===== config.mk =====
export PLATFORM = sky130hd
export DESIGN_NAME = cache_mem_arbiter
export DESIGN_NICKNAME = d
export VERILOG_FILES = /design/src/rtl/cpu_types_pkg.sv /design/src/rtl/arb_timeout_counter.sv /design/src/rtl/cache_mem_arbiter.sv
export SDC_FILE = /design/constraint.sdc
export NUM_CORES = 1
export LEC_CHECK = 0
export BUFFER_PORTS_ARGS = -buffer_cell sky130_fd_sc_hd__buf_2
export CAP_MARGIN = 40
export CELL_PAD_IN_SITES_DETAIL_PLACEMENT = 1
export CELL_PAD_IN_SITES_GLOBAL_PLACEMENT = 1
export CORE_MARGIN = 1
export CORE_UTILIZATION = 18
export DETAILED_ROUTE_END_ITERATION = 12
export GPL_ROUTABILITY_DRIVEN = 0
export GPL_TIMING_DRIVEN = 0
export PLACE_DENSITY = 0.91
export RECOVER_POWER = 100
export SETUP_SLACK_MARGIN = 0.02
export SYNTH_ARGS = -nofsm -noshare
export SYNTH_HDL_FRONTEND = slang
export SYNTH_SLANG_ARGS = --single-unit

===== constraint.sdc =====
create_clock -name CLK -period 2.7 [get_ports CLK]
set_clock_uncertainty 0.1 [all_clocks]
set_input_delay 0.54 -clock CLK [delete_from_list [all_inputs] [get_ports CLK]]
set_output_delay 0.54 -clock CLK [all_outputs]
set_load 0.05 [all_outputs]

===== src/rtl/cpu_types_pkg.sv =====
// Shared CPU/memory types for the cache->RAM path.
//   word_t      : 32-bit data/address word
//   ramstate_t  : RAM handshake state reported back by the memory
package cpu_types_pkg;
  typedef logic [31:0] word_t;

  typedef enum logic [1:0] {
    FREE   = 2'd0,
    BUSY   = 2'd1,
    ACCESS = 2'd2,
    ERROR  = 2'd3
  } ramstate_t;
endpackage


===== src/rtl/arb_timeout_counter.sv =====
// Grant watchdog for cache_mem_arbiter.
//   CLK, nRST : clock, async active-low reset
//   clear     : hold count at zero (asserted while no grant is active)
//   enable    : one more grant cycle elapsed without RAM ACCESS
//   expired   : combinational pulse on the cycle whose increment reaches
//               TIMEOUT_CYCLES
module arb_timeout_counter #(
  parameter int TIMEOUT_CYCLES = 64
) (
  input  logic CLK,
  input  logic nRST,
  input  logic clear,
  input  logic enable,
  output logic expired
);
  localparam int CW = $clog2(TIMEOUT_CYCLES + 1);
  localparam logic [CW-1:0] LAST = CW'(TIMEOUT_CYCLES - 1);

  logic [CW-1:0] cnt;

  // Count before increment equals LIMIT-1 -> this cycle makes it LIMIT.
  assign expired = enable && (cnt == LAST);

  always_ff @(posedge CLK or negedge nRST) begin
    if (!nRST)       cnt <= '0;
    else if (clear)  cnt <= '0;
    else if (enable) cnt <= cnt + 1'b1;
  end
endmodule


===== src/rtl/cache_mem_arbiter.sv =====
// Arbitrates icache (read-only) and dcache (read/write) word requests onto a
// single-ported RAM. One word per grant; wait drops for exactly the cycle
// the RAM reports ACCESS.
//   CLK, nRST                        : clock, async active-low reset
//   iREN, iaddr / iwait, iload       : icache request / response
//   dREN, dWEN, daddr, dstore        : dcache request
//   dwait, dload                     : dcache response
//   ramREN, ramWEN, ramaddr, ramstore: RAM command (combinational)
//   ramload, ramstate                : RAM response
//   timeout                          : sticky, a grant waited TIMEOUT_CYCLES
// Build option: ARB_RR_EN selects round-robin between simultaneous requesters;
// without it dcache has fixed priority.
module cache_mem_arbiter
  import cpu_types_pkg::*;
#(
  parameter int WORD_W         = 32,
  parameter int TIMEOUT_CYCLES = 64
) (
  input  logic              CLK,
  input  logic              nRST,
  input  logic              iREN,
  input  logic [WORD_W-1:0] iaddr,
  output logic              iwait,
  output logic [WORD_W-1:0] iload,
  input  logic              dREN,
  input  logic              dWEN,
  input  logic [WORD_W-1:0] daddr,
  input  logic [WORD_W-1:0] dstore,
  output logic              dwait,
  output logic [WORD_W-1:0] dload,
  output logic              ramREN,
  output logic              ramWEN,
  output logic [WORD_W-1:0] ramaddr,
  output logic [WORD_W-1:0] ramstore,
  input  logic [WORD_W-1:0] ramload,
  input  ramstate_t         ramstate,
  output logic              timeout
);
  typedef logic [1:0] arb_state_t;
  localparam arb_state_t IDLE   = 2'd0;
  localparam arb_state_t DGRANT = 2'd1;
  localparam arb_state_t IGRANT = 2'd2;

  arb_state_t state, nstate;
  logic d_req, access, cur_req, expired, cnt_en;

  assign d_req  = dREN | dWEN;
  assign access = (ramstate == ACCESS);

  always_comb begin
    cur_req = 1'b0;
    if (state == DGRANT) cur_req = d_req;
    if (state == IGRANT) cur_req = iREN;
  end

  // Aborted grants leave this cycle anyway, so only live, unserved grants count.
  assign cnt_en = cur_req && !access;

  arb_timeout_counter #(.TIMEOUT_CYCLES(TIMEOUT_CYCLES)) u_tmo (
    .CLK     (CLK),
    .nRST    (nRST),
    .clear   (state == IDLE),
    .enable  (cnt_en),
    .expired (expired)
  );

`ifdef ARB_RR_EN
  logic last_d;  // 1 = dcache completed most recently, 0 = icache
  always_ff @(posedge CLK or negedge nRST) begin
    if (!nRST)                                        last_d <= 1'b0;
    else if (state == DGRANT && d_req && access)      last_d <= 1'b1;
    else if (state == IGRANT && iREN && access)       last_d <= 1'b0;
  end
`endif

  always_comb begin
    nstate   = state;
    iwait    = 1'b1;
    dwait    = 1'b1;
    iload    = '0;
    dload    = '0;
    ramREN   = 1'b0;
    ramWEN   = 1'b0;
    ramaddr  = '0;
    ramstore = '0;
    case (state)
      IDLE: begin
`ifdef ARB_RR_EN
        if (d_req && iREN) nstate = last_d ? IGRANT : DGRANT;
        else if (d_req)    nstate = DGRANT;
        else if (iREN)     nstate = IGRANT;
`else
        if (d_req)         nstate = DGRANT;
        else if (iREN)     nstate = IGRANT;
`endif
      end
      DGRANT: begin
        if (!d_req) nstate = IDLE;  // client withdrew: enables stay gated off
        else begin
          ramaddr = daddr;
          if (dWEN) begin
            ramWEN   = 1'b1;
            ramstore = dstore;
          end else begin
            ramREN = 1'b1;
          end
          if (access) begin
            dwait  = 1'b0;
            dload  = dWEN ? '0 : ramload;
            nstate = IDLE;
          end else if (expired) begin
            nstate = IDLE;
          end
        end
      end
      IGRANT: begin
        if (!iREN) nstate = IDLE;
        else begin
          ramaddr = iaddr;
          ramREN  = 1'b1;
          if (access) begin
            iwait  = 1'b0;
            iload  = ramload;
            nstate = IDLE;
          end else if (expired) begin
            nstate = IDLE;
          end
        end
      end
      default: nstate = IDLE;
    endcase
  end

  always_ff @(posedge CLK or negedge nRST) begin
    if (!nRST) begin
      state   <= IDLE;
      timeout <= 1'b0;
    end else begin
      state <= nstate;
      if (expired) timeout <= 1'b1;
    end
  end
endmodule

Word-level counts from Yosys, hierarchy flattened --
Index checks and enable logic that the tools add are counted.
Operators by class: equal/unequal tests 5, reductions and logical operators 5, add/subtract/negate cells 1, muxes and demuxes 36, bitwise logic cells 1
Operators with widths (count):
- $mux 32 | 12
- $pmux 32 s2 | 1
- $mux 7 | 2
- $mux 1 | 13
- $mux 2 | 6
- $add 7x1->7 const B | 1
- $eq 7x6->1 const B | 1
- $pmux 2 s3 | 1
- $eq 2x2->1 const B | 2
- $ne 3x3->1 const B | 1
- $eq 2x1->1 const B | 1
- $logic_and 1x1->1 | 2
- $logic_not 2->1 | 1
- $pmux 1 s2 | 1
- $reduce_bool 2->1 | 1
- $logic_not 1->1 | 1
- $or 1x1->1 | 1
Storage, ports and cells: logic and storage cells 51, bits of input ports 135, output and inout port bits 133, flip-flop bits (word level) 10

Depth between registers and ports, before layout --
depth after elaboration 9, gate-level depth with buffers 8, depth with buffers taken out 6

Cells and area by module --
Synthesis repeated with hierarchy kept, for this count alone.
Second synthesis, totals: cells, all modules 251, area, all modules 1786.7 µm²
Modules (own cells, without submodules):
- cache_mem_arbiter | sequential area each 75.1 µm², instances 1, area an instance 1451.4 µm², cells an instance 219
- arb_timeout_counter | sequential area each 175.2 µm², instances 1, area an instance 335.3 µm², cells an instance 32

Worst setup path before layout --
Ideal clock, no wire load.
kind reg2out, from register state[1], to output ramaddr[0], path buffers 2, arrival time 2094 ps, required time 2060 ps, cell stages (with the launch flop) 8, path slack -34 ps, cell sequence dfrtp_1 > inv_1 > ha_1 > o21a_1 > buf_6 > clkbuf_1 > a22oi_1 > nor2b_1
Between the ends: longest elaborated chain between the ends 2, elaborated cells on any way between the ends 3, classes of those cells eq/ne (2); mux (1)
Ends and longest elaborated chain:
- start, declared | line cache_mem_arbiter.sv:44 | arb_state_t state, nstate;
- start signal, assigned | line cache_mem_arbiter.sv:139 | state <= nstate;
- $eq 2x2->1 or $eq 2x1->1 (tied branches) | line cache_mem_arbiter.sv:86 | case (state)
- $pmux 32 s2 (*) | line cache_mem_arbiter.sv:86
- end, declared | line cache_mem_arbiter.sv:33 | output logic [WORD_W-1:0] ramaddr,
Every way passes the cells marked *; elsewhere a longest branch is shown, timed or not.

Worst setup path in the final report --
from register state[0], to output ramaddr[27]
The elaborated chain is that of the path after synthesis.

==> reports/qor.yml <==
outcome: "finished clean"
io_buffers: 267
dieArea_um2: 10600
rsz0062_at_grt: "true"
avgSynthCellArea_um2: 6.98
cts_buffers: 3
path_clk_slew_ns: 0.05
max_cap_violations: 0
yosysWarnings: 0
antenna_found_initial: 1
fin_crit_ns: 2.61
layout-drive-gt1-share_pct: 60.3
drc: 0
clock_latency_ns: 0.24
fp.dieW_um: 103
grt_pass1_vias: 3167
dp_hpwl_um: 9050
ys_types: 35
synth-edff-count: 0
syn_nets: 403
grt_pass1_wl_um: 15700
max_slew_margin_pct: 53.6
worst_pin_slew_ns: 0.699
dpl_cell_area_um2: 3410
fmax_ghz: 0.382
finalMaxSlewViolations: 0
hold_viol_final: 0
critPathArrivalTime_ns: 1.97
drt-total-wl_um: 11600
netlist_area_um2: 1840
h-tree-depth: 1
vdd_drop_max_mv: 0.247
synth_seq_cells: 10
leakagePower_nw: 2.18
synth-seq-area-share_pct: 13.6
drt_iter0_markers: 66
antennaDiodeCount: 0
dr.pass1.iters: 4
synth_area_leaders: "and3_1, dfrtp_1, a22oi_1"
post-place-cells: 663
coreArea_um2: 9820
cts_buffer_depth: 2
start_util_pct: 18.7
fin_crit_sh_pct: 96.8
final_cells: 669
whs_ns: 0.164
startpoint_type: "flop"
syn_to_final_growth_pct: 105
cts_tree: "done"
avgViaCountPerCell: 4.79
worstSetupPathType: "flop to primary output"
required_ns: 2.06
ys_async_sr_fraction_pct: 100
p_per_area_nw_per_um2: 668
netlist.area_leader.share_pct: 21.8
nNetsFinal: 678
design_area_um2: 3760
syn-instance-count: 263
cts-hold-fix-buffers: 0
tns_ns: 0
setup-violations-final: 0
ant_nets: 0
crit_path_end_kind: "primary output"
die_h_um: 103
io_pins: 268
hp-class: "input pin to async pin"
track_usage_pct: 19.0
cts_sinks: 10
synth_most_common_cell: "and3_1"
dr_total_vias: 3207
critPathMaxFanout: 10
p_total_w: 0.00251
ys_top_cells_by_count: "and3_1, and2_1, nor2b_1, a22oi_1, clkbuf_1"
grt_overflow: 0
grt_max_degree: 11
rows: 36
yosys.area.top_type: "and3_1"
cts_root_buf: "clkbuf_8"
detail_route.wl_per_cell_um: 17.3
ys.flop_type: "dfrtp_1"
-- logic make-up (layout without fill, tap and decap cells) --
family                   after synthesis  in the layout  synth area share (%)
multiplexers                           3              3                  1.70
adder cells (fa/ha/maj)                5              5                  3.41
buffers and inverters                 33            306                  7.63
AO/OA/AOI/OAI                         48             48                  18.9
AND/OR/NAND/NOR                      164            164                  54.7
flip-flops                            10             10                  13.6
-- layout by cell type (no fill, tap or decap), types with 6 or more instances in the layout --
cell type,synthesis,layout
nor2b_2,0,28
a22oi_1,32,31
nand2_1,6,6
and3_1,64,64
clkbuf_1,23,17
buf_6,2,11
buf_4,0,20
clkbuf_2,0,39
and2_1,34,31
buf_2,1,154
clkbuf_4,0,57
nor2b_1,34,6
a21oi_1,5,6
dfrtp_1,10,9
-- layout make-up --
class	count	area, um2
flip-flops and latches	10	251
multi-input cells	220	1540
fillers	1261	6060
clock buffers	3	41.3
repair buffers	270	1550
inverters	4	15.0
plain buffers	29	193
well taps	133	166
-- metal layers --
metal / routed length [um] / vias up / GRT usage, %
met3: 899 / 15 / 2.31
met1: 4160 / 1514 / 20.4
met4: 212 / 0 / 5.53
li1: - / 1490 / -
met2: 6320 / 188 / 38.2
met5: 0 / - / 0
-- timing repair --
| action | in CTS | in global routing |
|---|---|---|
| endpoints found under the setup margin | 94 | 92 |
| resized for setup | 78 | 85 |
| cloned | 0 | 1 |
| pin swaps | 0 | 2 |
| buffers inserted | 0 | 2 |
-- through the flow --
stage	utilization (%)	worst slack, ns
4_1_cts	37.0	0.0204
2_1_floorplan	-	0.0905
3_3_place_gp	34.7	-0.310
6_report	38.3	0.0851
3_5_place_dp	34.7	-0.382
5_1_grt	38.3	-0.00981
-- where the power goes --
part / switching [W] / internal, W / leakage, nW
Sequential: 0.0000282 / 0.000172 / 0.136
Clock: 0.0000588 / 0.0000977 / 0.0216
Combinational: 0.00143 / 0.000724 / 2.02
Total: 0.00152 / 0.000995 / 2.18
-- path summary, 6_finish.rpt --
path,from,endpoint,slack [ns],depth (start not counted)
min in group CLK,timeout,timeout,0.38,1
worst max register to register,state[1],u_tmo.cnt[5],0.49,8
worst min register to register,timeout,timeout,0.38,1
max in group asynchronous,nRST,state[0],1.94,1
worst min-delay path,nRST,u_tmo.cnt[1],0.16,1
worst max-delay path,state[0],ramaddr[27],0.09,8
-- worst max-delay path, stage by stage, from the launching register on --
cell,delay [ns]
dfrtp_2,0.44
inv_1,0.11
ha_2,0.21
and2_2,0.19
buf_6,0.15
buf_6,0.17
a22oi_2,0.09
nor2b_2,0.17
buf_6,0.18
-- sequential cells by signal, indices dropped and copies added, names as in the netlist --
register and flops:
timeout 1, u_tmo.cnt 7, state 2
Note: power is estimated with default switching activity, not from simulation.
